File: config.mk
export PLATFORM = sky130hd
export DESIGN_NAME = addsub_issue_seq
export DESIGN_NICKNAME = d
export VERILOG_FILES = /design/src/rtl/addsub_pkg.sv /design/src/rtl/addsub_core.sv /design/src/rtl/addsub_issue_seq.sv
export SDC_FILE = /design/constraint.sdc
export NUM_CORES = 1
export LEC_CHECK = 0
export ABC_AREA = 1
export CORE_ASPECT_RATIO = 0.75
export CORE_MARGIN = 3
export CORE_UTILIZATION = 61
export CTS_CLUSTER_SIZE = 40
export DETAILED_ROUTE_END_ITERATION = 10
export GPL_TIMING_DRIVEN = 0
export PLACE_DENSITY_LB_ADDON = 0.12
export SLEW_MARGIN = 20
export SYNTH_ARGS = -nofsm -noshare
export SYNTH_HDL_FRONTEND = slang
export SYNTH_HIERARCHICAL = 1
export SYNTH_SLANG_ARGS = --single-unit
File: constraint.sdc
create_clock -name clk -period 5.1 [get_ports clk]
set_input_delay 0.765 -clock clk [delete_from_list [all_inputs] [get_ports clk]]
set_output_delay 0.765 -clock clk [all_outputs]
set_load 0.02 [all_outputs]
File: src/rtl/addsub_pkg.sv
// Shared types for the add/sub issue sequencer: opcodes and the buffered command record.
package addsub_pkg;

    // Data width that the command record is built for.
    localparam int unsigned DefaultWidth = 4;

    typedef enum logic [1:0] {
        OP_ADD      = 2'd0,
        OP_SUB      = 2'd1,
        OP_ACC_ADD  = 2'd2,
        OP_ACC_LOAD = 2'd3
    } op_t;

    typedef struct packed {
        op_t                     op;
        logic [DefaultWidth-1:0] a;
        logic [DefaultWidth-1:0] b;
    } cmd_t;

endpackage

File: src/rtl/addsub_core.sv
// Combinational adder/subtractor: add gives carry-out, subtract gives unsigned borrow.
module addsub_core #(
    parameter int unsigned WIDTH = 4
) (
    input  logic [WIDTH-1:0] a_i,
    input  logic [WIDTH-1:0] b_i,
    input  logic             mode_i,   // 0 = add, 1 = subtract
    output logic [WIDTH-1:0] sum_o,
    output logic             carry_o
);

    logic [WIDTH-1:0] b_eff;
    logic [WIDTH:0]   full;

    // Two's-complement subtract as a + ~b + 1; borrow is the inverted carry-out.
    always_comb begin
        b_eff   = mode_i ? ~b_i : b_i;
        full    = {1'b0, a_i} + {1'b0, b_eff} + {{WIDTH{1'b0}}, mode_i};
        sum_o   = full[WIDTH-1:0];
        carry_o = mode_i ? ~full[WIDTH] : full[WIDTH];
    end

endmodule

File: src/rtl/addsub_issue_seq.sv
// Command FIFO in front of the add/sub core, with a held result stage and running accumulator.
module addsub_issue_seq
    import addsub_pkg::*;
#(
    // Must match DefaultWidth: FIFO entries are stored as cmd_t.
    parameter int unsigned WIDTH = DefaultWidth,
    parameter int unsigned DEPTH = 4
) (
    input  logic                   clk,
    input  logic                   rst,
    input  logic                   in_valid,
    output logic                   in_ready,
    input  logic [1:0]             in_op,
    input  logic [WIDTH-1:0]       in_a,
    input  logic [WIDTH-1:0]       in_b,
    output logic                   out_valid,
    input  logic                   out_ready,
    output logic [WIDTH-1:0]       out_sum,
    output logic                   out_carry,
    output logic [1:0]             out_op,
    output logic [WIDTH-1:0]       acc_value,
    output logic [$clog2(DEPTH):0] level
);

    localparam int unsigned PtrW = $clog2(DEPTH);
    localparam int unsigned LvlW = PtrW + 1;

    cmd_t            mem_q [DEPTH];
    logic [PtrW-1:0] wr_ptr_q, wr_ptr_d;
    logic [PtrW-1:0] rd_ptr_q, rd_ptr_d;
    logic [LvlW-1:0] level_q, level_d;

    logic             out_valid_q, out_valid_d;
    logic [WIDTH-1:0] out_sum_q, out_sum_d;
    logic             out_carry_q, out_carry_d;
    op_t              out_op_q, out_op_d;
    logic [WIDTH-1:0] acc_q, acc_d;

    logic             push, pop;
    cmd_t             head;
    logic [WIDTH-1:0] core_a, core_sum, res_sum;
    logic             core_carry, res_carry;

    // Full FIFO refuses input even when it pops on the same edge.
    assign in_ready = (level_q != LvlW'(DEPTH));
    assign push     = in_valid && in_ready;
    assign pop      = (level_q != '0) && (!out_valid_q || out_ready);
    assign head     = mem_q[rd_ptr_q];

    // Accumulating adds take the running accumulator in place of operand A.
    assign core_a = (head.op == OP_ACC_ADD) ? acc_q : head.a;

    addsub_core #(
        .WIDTH (WIDTH)
    ) u_core (
        .a_i     (core_a),
        .b_i     (head.b),
        .mode_i  (head.op == OP_SUB),
        .sum_o   (core_sum),
        .carry_o (core_carry)
    );

    // Select the issued result; a load bypasses the core.
    always_comb begin
        res_sum   = core_sum;
        res_carry = core_carry;
        if (head.op == OP_ACC_LOAD) begin
            res_sum   = head.a;
            res_carry = 1'b0;
        end
    end

    // Next-state for FIFO pointers, occupancy, output stage and accumulator.
    always_comb begin
        wr_ptr_d    = wr_ptr_q;
        rd_ptr_d    = rd_ptr_q;
        level_d     = level_q;
        out_valid_d = out_valid_q;
        out_sum_d   = out_sum_q;
        out_carry_d = out_carry_q;
        out_op_d    = out_op_q;
        acc_d       = acc_q;

        if (push) begin
            wr_ptr_d = wr_ptr_q + PtrW'(1);
        end
        if (pop) begin
            rd_ptr_d = rd_ptr_q + PtrW'(1);
        end

        case ({push, pop})
            2'b10:   level_d = level_q + LvlW'(1);
            2'b01:   level_d = level_q - LvlW'(1);
            default: level_d = level_q;
        endcase

        if (pop) begin
            out_valid_d = 1'b1;
            out_sum_d   = res_sum;
            out_carry_d = res_carry;
            out_op_d    = head.op;
            if (head.op == OP_ACC_ADD || head.op == OP_ACC_LOAD) begin
                acc_d = res_sum;
            end
        end else if (out_ready) begin
            out_valid_d = 1'b0;
        end
    end

    // Control and output state, cleared by synchronous reset.
    always_ff @(posedge clk) begin
        if (rst) begin
            wr_ptr_q    <= '0;
            rd_ptr_q    <= '0;
            level_q     <= '0;
            out_valid_q <= 1'b0;
            out_sum_q   <= '0;
            out_carry_q <= 1'b0;
            out_op_q    <= OP_ADD;
            acc_q       <= '0;
        end else begin
            wr_ptr_q    <= wr_ptr_d;
            rd_ptr_q    <= rd_ptr_d;
            level_q     <= level_d;
            out_valid_q <= out_valid_d;
            out_sum_q   <= out_sum_d;
            out_carry_q <= out_carry_d;
            out_op_q    <= out_op_d;
            acc_q       <= acc_d;
        end
    end

    // FIFO storage needs no reset; occupancy gates every read.
    always_ff @(posedge clk) begin
        if (push) begin
            mem_q[wr_ptr_q] <= '{op: op_t'(in_op), a: in_a, b: in_b};
        end
    end

    assign out_valid = out_valid_q;
    assign out_sum   = out_sum_q;
    assign out_carry = out_carry_q;
    assign out_op    = out_op_q;
    assign acc_value = acc_q;
    assign level     = level_q;

endmodule

==> flow_results.xml <==
<?xml version="1.0" encoding="UTF-8"?>
<metrics>
  <group name="status">
    <metric name="outcome" unit="">finished clean</metric>
  </group>
  <group name="yosys">
    <metric name="synth.lib_cells_used.distinct" unit="">27</metric>
    <metric name="synthesis.yosys.warnings" unit="">6</metric>
    <metric name="synth-seq-area-share" unit="">0.5268</metric>
    <metric name="ys_ff_latch" unit="">61</metric>
    <metric name="synthesis.nets" unit="">336</metric>
    <metric name="synth.top_cell.area_share" unit="">0.3902</metric>
    <metric name="synth.top_cells.by_area" unit="">sky130_fd_sc_hd__edfxtp_1 (39%), sky130_fd_sc_hd__dfxtp_1 (14%), sky130_fd_sc_hd__inv_1 (6.1%)</metric>
    <metric name="post-synth-top-area-cell" unit="">sky130_fd_sc_hd__edfxtp_1</metric>
    <metric name="post_synth_instance_area" unit="µm²">3078</metric>
    <metric name="post_synth.cell_area_avg" unit="µm²">9.865</metric>
    <metric name="post_synth_inst_count" unit="">312</metric>
  </group>
  <group name="setup_path">
    <metric name="start_kind" unit="">input port</metric>
    <metric name="ff2ff_setup_slack" unit="ns">2.52</metric>
    <metric name="terminus_of_the_critical_flop_to_flop_path" unit="">out_sum[3]</metric>
    <metric name="r2r.worst_path.cells" unit="">18</metric>
    <metric name="crit_fanout" unit="">10</metric>
    <metric name="cp.arrival" unit="ns">2.91</metric>
    <metric name="worst_ep_required_time" unit="ns">5.38</metric>
    <metric name="crit_end_category" unit="">flop</metric>
    <metric name="worst-setup-path-type" unit="">input port to flop</metric>
  </group>
  <group name="placed_design">
    <metric name="place_worst_setup_slack" unit="ns">2.175</metric>
    <metric name="gpl.final_weighted_congestion" unit="">0.8080</metric>
    <metric name="placement.io_buffers" unit="">29</metric>
    <metric name="hpwl" unit="mm">4.141</metric>
    <metric name="post_dp_cell_area" unit="µm²">3440</metric>
  </group>
  <group name="sta">
    <metric name="worst_slew_pin_slew" unit="ns">1.022</metric>
    <metric name="final.period_utilization" unit="">0.5172</metric>
    <metric name="sum_of_negative_setup_slack" unit="ns">0</metric>
    <metric name="setup-violations-final" unit="">0</metric>
    <metric name="max-slew-margin-rel" unit="">0.3163</metric>
    <metric name="fin_ws" unit="ns">2.462</metric>
    <metric name="timing.final.max_slew_violations" unit="">0</metric>
    <metric name="report.final.hold_viol_count" unit="">0</metric>
    <metric name="timing.fmax" unit="MHz">379.1</metric>
    <metric name="min_period" unit="ns">2.638</metric>
    <metric name="rsz0062_at_grt" unit="">no</metric>
    <metric name="timing.clock.skew" unit="ns">0.005950</metric>
  </group>
  <group name="min_path">
    <metric name="hold-path-endpoint" unit="">out_op[1]</metric>
    <metric name="min_delay_worst_type" unit="">flop to flop</metric>
    <metric name="hold_start" unit="">out_op[1]</metric>
    <metric name="worstHoldPathCells" unit="">2</metric>
  </group>
  <group name="die">
    <metric name="die_h" unit="µm">67.52</metric>
    <metric name="design.die.area" unit="µm²">5943</metric>
    <metric name="design.portCount" unit="">30</metric>
    <metric name="design.core.area" unit="µm²">4651</metric>
    <metric name="fp.dieW" unit="µm">88.02</metric>
    <metric name="start_util" unit="">0.6618</metric>
    <metric name="row_count" unit="">21</metric>
  </group>
  <group name="flow_run">
    <metric name="drv.max_cap_violation_count" unit="">0</metric>
  </group>
  <group name="clock_network">
    <metric name="clk_sink_count" unit="">61</metric>
    <metric name="ctsLongestPathBuffers" unit="">2</metric>
    <metric name="post-cts-setup-buffers" unit="">0</metric>
    <metric name="worst_setup_hold_path_clk_slew" unit="ns">0.07</metric>
    <metric name="cts_max_level" unit="">3</metric>
    <metric name="clock_latency" unit="ns">0.34</metric>
    <metric name="cts-resized-gates" unit="">0</metric>
    <metric name="tritoncts.num_buffers" unit="">9</metric>
    <metric name="hold_buf_count_cts" unit="">0</metric>
    <metric name="tritoncts" unit="">yes</metric>
    <metric name="cts.root.buffer_cell" unit="">sky130_fd_sc_hd__clkbuf_8</metric>
  </group>
  <group name="grt">
    <metric name="antenna_found_initial" unit="">0</metric>
    <metric name="grt_overflow" unit="">0</metric>
    <metric name="grt.total_usage" unit="">0.2376</metric>
    <metric name="first_global_vias" unit="">2206</metric>
    <metric name="grt_max_degree" unit="">13</metric>
    <metric name="grt_first_pass_wirelength" unit="mm">10.31</metric>
  </group>
  <group name="layout">
    <metric name="antenna_cells" unit="">0</metric>
    <metric name="area_delta_synth_final" unit="%">19.72</metric>
    <metric name="share_of_cells_above_drive_strength_1" unit="">0.1849</metric>
    <metric name="fill_cell_total_of_the_finished_layout" unit="">304</metric>
    <metric name="final_area" unit="µm²">3685</metric>
    <metric name="finish.net_count" unit="">376</metric>
  </group>
  <group name="detailed_routing">
    <metric name="vias" unit="">2163</metric>
    <metric name="final_antenna_net_count" unit="">0</metric>
    <metric name="drt-total-wl" unit="mm">6.009</metric>
    <metric name="route.detailed.wl_per_inst" unit="µm">14.51</metric>
    <metric name="detail_route.iter0.violations" unit="">183</metric>
    <metric name="drc" unit="">0</metric>
    <metric name="drt_pre_antenna_iters" unit="">4</metric>
    <metric name="viasPerCell" unit="">5.225</metric>
  </group>
  <group name="power">
    <metric name="p_per_area" unit="nW/µm²">760.2</metric>
    <metric name="power.total" unit="W">0.002801</metric>
    <metric name="vdd_drop_max" unit="V">0.0005588</metric>
    <metric name="p_leak" unit="nW">1.608</metric>
  </group>
</metrics>
==> worst max-delay path by stage <==
stage                         start    endpoint  slack (ns)  cells after the start
after floorplan           out_ready    level[2]        2.82                     12
after global placement    out_ready    level[2]        2.20                     13
after detailed placement  out_ready    level[2]        2.17                     13
after CTS                 out_ready    level[2]        2.49                     13
after global routing           flop  out_sum[3]        2.30                     18
final                     out_ready    level[2]        2.46                     13
==> worst max-delay path, stage by stage <==
cell,delay (ns)
sky130_fd_sc_hd__clkdlybuf4s50_1,0.47
sky130_fd_sc_hd__nor2_1,0.08
sky130_fd_sc_hd__a21oi_4,0.17
sky130_fd_sc_hd__buf_4,0.20
sky130_fd_sc_hd__buf_4,0.19
sky130_fd_sc_hd__ha_1,0.15
sky130_fd_sc_hd__inv_1,0.07
sky130_fd_sc_hd__fa_1,0.39
sky130_fd_sc_hd__nor2_1,0.12
sky130_fd_sc_hd__nor2_1,0.04
sky130_fd_sc_hd__nand2_1,0.07
sky130_fd_sc_hd__o21ai_0,0.07
sky130_fd_sc_hd__a21oi_1,0.13
==> cell usage in the layout (no fill, tap or decap), drive strengths merged <==
master          n
o21ai          17
inv            57
and2            1
buf            10
xor2            4
o22ai           4
edfxtp         40
clkbuf          9
nand3          28
clkinv          3
fa              2
nor2           32
ha              8
bufinv          3
nand2          67
clkdlybuf4s50  29
a21oi          22
dfxtp          21
==> per-layer routing <==
metal  part of all wire  GRT usage  vias up
met4              0.018    0.09434        0
met2               0.47     0.3750       53
li1                   -          -     1082
met1               0.46     0.3087     1017
met5                  0          0        -
met3              0.051    0.07317       11
==> cell usage after synthesis, drive strengths merged <==
cell type and number:
nand3 28, dfxtp 21, ha 8, buf 10
and2 1, a21oi 22, o21ai 17, xor2 4
inv 56, o22ai 4, fa 2, nand2 67
nor2 32, edfxtp 40
==> cells by family after synthesis <==
kind of cell               synth area share
DFF                                  0.5268
adders and majority gates           0.04553
and+or+nand+nor                      0.2423
AOI/OAI and AO/OA                   0.07642
buffers and inverters               0.09756
xor gates and xnor gates            0.01138
==> cell type report <==
cell class / count / area (µm²) / share of cell area
Inverter: 56 / 215.2 / 0.05840
Clock inverter: 7 / 121.4 / 0.03294
Tap cell: 57 / 71.32 / 0.01935
Buffer: 10 / 85.08 / 0.02309
Clock buffer: 9 / 123.9 / 0.03362
Timing Repair Buffer: 29 / 290.3 / 0.07878
Sequential cell: 61 / 1622 / 0.4401
Multi-Input combinational cell: 185 / 1156 / 0.3138
==> state kept, by name, indices dropped and copies added, names as in the netlist, named ones only <==
name	count
mem_q	40
acc_value	4
out_sum	4
level	3
out_op	2
rd_ptr_q	2
wr_ptr_q	2
out_carry	1
out_valid	1
==> stage by stage <==
stage / hold slack [ns] / utilization / std cells
after floorplan: 0.4358 / - / 312
after global placement: 0.4472 / 0.7396 / 398
after detailed placement: 0.4538 / 0.7396 / 398
after CTS: 0.4717 / 0.7923 / 414
after global routing: 0.5070 / 0.7923 / 414
final: 0.4686 / 0.7923 / 414
==> where the power goes <==
part / internal, W / switching, W / total (W)
registers: 0.000625 / 0.0000471 / 0.000672
logic: 0.000623 / 0.000983 / 0.00161
clock network: 0.000327 / 0.000196 / 0.000523
total: 0.00158 / 0.00123 / 0.00280
Power figures use the tool's default switching activity.
